$ cat src/rtl/hazard_pkg.sv
// Shared RV32 opcode constants and instruction field helpers for the ID-stage hazard logic.
package hazard_pkg;

   localparam logic [6:0] LOAD    = 7'b0000011;
   localparam logic [6:0] STORE   = 7'b0100011;
   localparam logic [6:0] BRANCH  = 7'b1100011;
   localparam logic [6:0] JAL     = 7'b1101111;
   localparam logic [6:0] JALR    = 7'b1100111;
   localparam logic [6:0] OP      = 7'b0110011;
   localparam logic [6:0] OP_IMM  = 7'b0010011;
   localparam logic [6:0] CUSTOM0 = 7'b0001011;
   localparam logic [6:0] LUI     = 7'b0110111;
   localparam logic [6:0] AUIPC   = 7'b0010111;

   typedef struct packed {
      logic use_rs1;
      logic use_rs2;
      logic is_load;
   } src_use_t;

   function automatic logic [4:0] rd_of(input logic [31:0] inst);
      return inst[11:7];
   endfunction

   function automatic logic [4:0] rs1_of(input logic [31:0] inst);
      return inst[19:15];
   endfunction

   function automatic logic [4:0] rs2_of(input logic [31:0] inst);
      return inst[24:20];
   endfunction

endpackage

$ cat src/rtl/hazard_src_decode.sv
// Opcode decode: which source registers an instruction reads and whether it is a load.
module hazard_src_decode
   import hazard_pkg::*;
(
   input  logic [6:0] opcode_i,
   output logic       use_rs1_o,
   output logic       use_rs2_o,
   output logic       is_load_o
);

   always_comb begin
      // NOTE: defaults first so every path assigns every output; no latch is inferred.
      use_rs1_o = 1'b0;
      use_rs2_o = 1'b0;
      is_load_o = 1'b0;
      case (opcode_i)
         LOAD: begin
            use_rs1_o = 1'b1;
            is_load_o = 1'b1;
         end
         JALR, OP_IMM: use_rs1_o = 1'b1;
         BRANCH, STORE, OP, CUSTOM0: begin
            use_rs1_o = 1'b1;
            use_rs2_o = 1'b1;
         end
         JAL, LUI, AUIPC: begin
         end
         default: begin
         end
      endcase
   end

endmodule

$ cat src/rtl/load_use_scoreboard.sv
// Load-use scoreboard: per-register countdown from load issue, stalls dependent ID instructions.
// Optional stall counter output enabled by macro LOAD_USE_SCOREBOARD_PERF_EN.
module load_use_scoreboard
   import hazard_pkg::*;
#(
   parameter int NUM_REGS = 32,
   parameter int LOAD_LAT = 1
) (
   input  logic                CLK,
   input  logic                RSTn,
   input  logic [31:0]         ID_Inst,
   input  logic                ID_valid,
   input  logic                ID_flush,
   input  logic                MEM_freeze,
   output logic                data_hazard_check,
   output logic                ID_issue,
   output logic [NUM_REGS-1:0] pending_mask
`ifdef LOAD_USE_SCOREBOARD_PERF_EN
   ,
   output logic [31:0]         stall_cycles
`endif
);

   localparam int CW = $clog2(LOAD_LAT + 1);
   localparam logic [CW-1:0] LAT_C = CW'(LOAD_LAT);

   src_use_t    dec;
   logic [4:0]  rd, rs1, rs2;
   logic [31:0] pend_ext;
   logic        load_fire;
   logic        unused_inst_bits;

   logic [CW-1:0] cnt_q [NUM_REGS];
   logic [CW-1:0] cnt_d [NUM_REGS];

   hazard_src_decode u_dec (
      .opcode_i  (ID_Inst[6:0]),
      .use_rs1_o (dec.use_rs1),
      .use_rs2_o (dec.use_rs2),
      .is_load_o (dec.is_load)
   );

   assign rd  = rd_of(ID_Inst);
   assign rs1 = rs1_of(ID_Inst);
   assign rs2 = rs2_of(ID_Inst);
   assign unused_inst_bits = ^{ID_Inst[31:25], ID_Inst[14:12]};

   always_comb begin
      for (int r = 0; r < NUM_REGS; r++) begin
         pending_mask[r] = (cnt_q[r] != '0);
      end
   end

   // Indices at or above NUM_REGS land on the zero-extended bits, so they never stall.
   assign pend_ext = 32'(pending_mask);

   assign data_hazard_check = ID_valid & ~ID_flush &
                              ((dec.use_rs1 & pend_ext[rs1]) | (dec.use_rs2 & pend_ext[rs2]));
   assign ID_issue  = ID_valid & ~ID_flush & ~data_hazard_check & ~MEM_freeze;
   assign load_fire = ID_issue & dec.is_load & (rd != 5'd0);

   always_comb begin
      for (int r = 0; r < NUM_REGS; r++) begin
         cnt_d[r] = cnt_q[r];
         if (!MEM_freeze && cnt_q[r] != '0) cnt_d[r] = cnt_q[r] - 1'b1;
         if (load_fire && rd == 5'(r)) cnt_d[r] = LAT_C;
      end
      cnt_d[0] = '0;
   end

   always_ff @(posedge CLK or negedge RSTn) begin
      if (!RSTn) begin
         // NOTE: this array is live control state, not storage, so every entry is reset.
         for (int r = 0; r < NUM_REGS; r++) cnt_q[r] <= '0;
      end else begin
         // NOTE: non-blocking so all countdowns update together from pre-edge values.
         cnt_q <= cnt_d;
      end
   end

`ifdef LOAD_USE_SCOREBOARD_PERF_EN
   logic [31:0] stall_q, stall_d;

   always_comb begin
      stall_d = stall_q;
      if (data_hazard_check && stall_q != '1) stall_d = stall_q + 32'd1;
   end

   always_ff @(posedge CLK or negedge RSTn) begin
      if (!RSTn) stall_q <= '0;
      else       stall_q <= stall_d;
   end

   assign stall_cycles = stall_q;
`endif

endmodule

$ cat config.mk
export PLATFORM = sky130hd
export DESIGN_NAME = load_use_scoreboard
export DESIGN_NICKNAME = d
export VERILOG_FILES = /design/src/rtl/hazard_pkg.sv /design/src/rtl/hazard_src_decode.sv /design/src/rtl/load_use_scoreboard.sv
export SDC_FILE = /design/constraint.sdc
export NUM_CORES = 1
export LEC_CHECK = 0
export CORE_ASPECT_RATIO = 0.7
export CORE_UTILIZATION = 25
export DETAILED_ROUTE_END_ITERATION = 7
export HOLD_SLACK_MARGIN = 0.06
export PLACE_DENSITY = 0.52
export RECOVER_POWER = 100
export REMOVE_ABC_BUFFERS = 1
export SLEW_MARGIN = 5
export SYNTH_ARGS = -nofsm -noshare
export SYNTH_HDL_FRONTEND = slang
export SYNTH_HIERARCHICAL = 1
export SYNTH_SLANG_ARGS = --single-unit
$ cat constraint.sdc
create_clock -name CLK -period 3.5 [get_ports CLK]
set_input_delay 0.7 -clock CLK [delete_from_list [all_inputs] [get_ports CLK]]
set_output_delay 0.7 -clock CLK [all_outputs]
set_load 0.05 [all_outputs]
==> flow_summary_export.csv <==
group,metric,value,unit
global_routing,grt_pass1_vias,2040,
power,p_total,1.01,mW
worst_setup_path,crit_chain,"clkdlybuf4s50_1 -> buf_12 -> mux4_2 -> mux2_2 -> a211oi_4 -> or2_2 -> and3_4 -> buf_12",
sta,post-route-period-util,97.4,%
worst_setup_path,worst-path-stages,8,
sta,setup-violations-final,0,
floorplan,start_util,26.2,%
drt,first_iter_violations,113,
worst_setup_path,cp-end-kind,"primary output",
clock_network,htreeDepth,2,
placed_design,dp_cells,408,
sta,rsz0062_at_grt,"no",
drt,drcViolationCount,0,
clock_network,clock_latency,280,ps
cells_and_area,instances_no_fill,419,
cells_and_area,largest_register_ffs,31,
status,violations,"capacitance limit, slew limit",
yosys,netlist_top_cells_area,"dfrtp_1, mux4_2, o31ai_2",
clock_network,clk_path_buf_depth,2,
placed_design,dpl_worst_slack,-189,ps
yosys,syn_inst,229,
cells_and_area,antenna_cells,0,
yosys,avgSynthCellArea,9.87,um^2
placed_design,dp_hpwl,5490,um
floorplan,die_area,9430,um^2
sta,totalNegativeSetupSlack,0,ps
placed_design,numPortBuffers,59,
drt,ant_nets,0,
clock_network,cts_hold_buffers,0,
global_routing,grt_max_degree,32,
power,p_leak,1.37,nW
drt,dr_total_vias,2100,
clock_network,clockRootBuffer,"clkbuf_16",
min_path,hold_class,"reg2reg",
yosys,synth_top_area_share,34.3,%
worst_setup_path,worst_ep_arrival_time,2710,ps
placed_design,gp_congestion,0.787,
cells_and_area,drive_gt1_share,24.1,%
yosys,synth-seq-cells,31,
drt,dr.pass1.iters,4,
yosys,syn_area,2260,um^2
cells_and_area,nets,335,
worst_setup_path,crit_end,"ID_issue",
worst_setup_path,crit_buf_inv,3,
floorplan,die_height,81.6,um
clock_network,cts.sinks,31,
floorplan,die_w,116,um
sta,drv_slew,32,
sta,hold_violations,0,
placed_design,postPlaceCellArea,3080,um^2
worst_setup_path,worstReg2RegEnd,"pending_mask[20]",
worst_setup_path,ff2ff_setup_slack,980,ps
sta,tightest_slew,1810,ps
yosys,synth_area_leader_cell,"dfrtp_1",
floorplan,core,8620,um^2
worst_setup_path,crit_family,"buffers and inverters",
clock_network,cts_tree,"yes",
cells_and_area,final_area,3320,um^2
worst_setup_path,rr_worst_depth,7,
clock_network,clkTransAtPathRegs,60,ps
drt,viasPerCell,5.01,
worst_setup_path,cpMaxStageDelayCell,"clkdlybuf4s50_1",
drt,wl_per_cell,18.2,um
worst_setup_path,worstSetupPathType,"in2out",
global_routing,track_usage,16.5,%
cells_and_area,fin_util,38.5,%
yosys,yosys_warnings,6,
worst_setup_path,critPathMaxFanout,10,
sta,whs,529,ps
drt,drt_wl_total,7630,um
worst_setup_path,slowest_delay,510,ps
yosys,ys_types,46,
worst_setup_path,crit_start,"ID_Inst[21]",
floorplan,fp-row-count,28,
worst_setup_path,timing.critical_path.mode_cell,"buf_12",
sta,setup_slack,90.9,ps
worst_setup_path,r2r_start,"pending_mask[14]",
global_routing,overflow,0,
sta,min_period,3410,ps
status,status,"complete, but fails checks",
cells_and_area,area_growth,46.7,%
worst_setup_path,cp-start-kind,"input pin",
global_routing,antenna_found_initial,0,
clock_network,numCtsBuffers,5,
worst_setup_path,required,2800,ps
power,p_per_area,304,nW/um^2
run,drv_cap,1,
sta,fmax,293,MHz
floorplan,io_pins,71,
sta,maxSlewHeadroom,-20.5,%
global_routing,grt_pass1_wl,11500,um
yosys,yosysSeqAreaShare,34.3,%
sta,skew,3.34,ps
power,irDropWorstVdd,0.191,mV
[final cells by class]
| type | count | area, um^2 |
|---|---|---|
| inverters | 1 | 3.75 |
| clock inverters | 2 | 35.0 |
| fillers | 895 | 5300 |
| clock buffers | 6 | 139 |
| repair buffers | 79 | 813 |
| flip-flops and latches | 31 | 776 |
| well taps | 120 | 150 |
| multi-input cells | 180 | 1400 |
[cells in the final DEF (no fill, tap or decap), types with 3 or more instances in the layout]
| cell type | Yosys | routed |
|---|---|---|
| mux4_2 | 13 | 13 |
| buf_4 | 2 | 12 |
| or3_1 | 6 | 6 |
| clkdlybuf4s50_1 | 0 | 17 |
| nor2b_1 | 4 | 4 |
| mux2_2 | 3 | 3 |
| nand3_1 | 3 | 3 |
| dlygate4sd3_1 | 0 | 34 |
| nor3_1 | 3 | 3 |
| dlygate4sd2_1 | 0 | 3 |
| o31ai_2 | 20 | 11 |
| dfrtp_1 | 31 | 31 |
| o31ai_1 | 8 | 17 |
| buf_12 | 0 | 5 |
| nand2_1 | 57 | 56 |
| nor2_1 | 14 | 15 |
| or4_1 | 4 | 4 |
| nand3b_1 | 3 | 3 |
| nand2b_1 | 5 | 5 |
| clkbuf_16 | 0 | 6 |
[cell families after synthesis]
kind of cell / synth area share (%)
AO/OA/AOI/OAI: 20.3
buffers and inverters: 4.76
flip-flops: 34.3
multiplexers: 15.8
other: 0.166
AND/OR/NAND/NOR: 24.7
[Yosys cell counts, drive strengths merged]
master   count
a31o         2
a211oi       2
a32o         2
mux2         3
nor3         4
a311oi       1
a22oi        1
o21ai        2
nand3b       3
inv          1
o31ai       28
or3b         2
o2111ai      1
mux2i        3
a32oi        1
o211ai       1
or2          1
nor4bb       1
nor2        15
nor4b        1
nor3b        1
dfrtp       31
buf          8
nand3        3
nand2       57
nand2b       5
nor4         1
a21oi        2
or3          6
clkbuf       9
mux4        13
conb         1
or4          4
o221ai       2
and3b        2
nor2b        4
a31oi        2
and2         1
and3         2
[report_power, final]
part / switching (mW) / total [mW] / internal [mW]
Combinational: 0.0698 / 0.130 / 0.0598
Sequential: 0.0000374 / 0.359 / 0.359
Clock: 0.166 / 0.520 / 0.354
[repair_timing]
item,in CTS,in global routing
endpoints found under the setup margin,2,2
gates cloned,0,1
resized for setup,13,7
setup buffers,0,2
pin swaps,3,3
[layer usage]
layer  GRT usage (%)  routed length (um)
met5               0                   0
met4            2.44                  24
met1            25.8                3860
met3            3.76                 568
met2            23.1                3180
[worst min path at each step]
stage,to,cells after the start,start
final,pending_mask[28],2,pending_mask[28]
after global routing,pending_mask[13],2,pending_mask[13]
after CTS,pending_mask[13],2,pending_mask[13]
after detailed placement,pending_mask[13],2,pending_mask[13]
after global placement,pending_mask[13],2,pending_mask[13]
after floorplan,pending_mask[10],0,RSTn
[worst register-to-register path, stage by stage (launching register included)]
cell and delay (ps):
dfrtp_1 410, mux4_2 280, o221ai_1 150, a31o_2 250
buf_4 130, nor2_1 790, buf_12 260, o31ai_1 100
No activity file was read; power rests on OpenSTA's default activity.
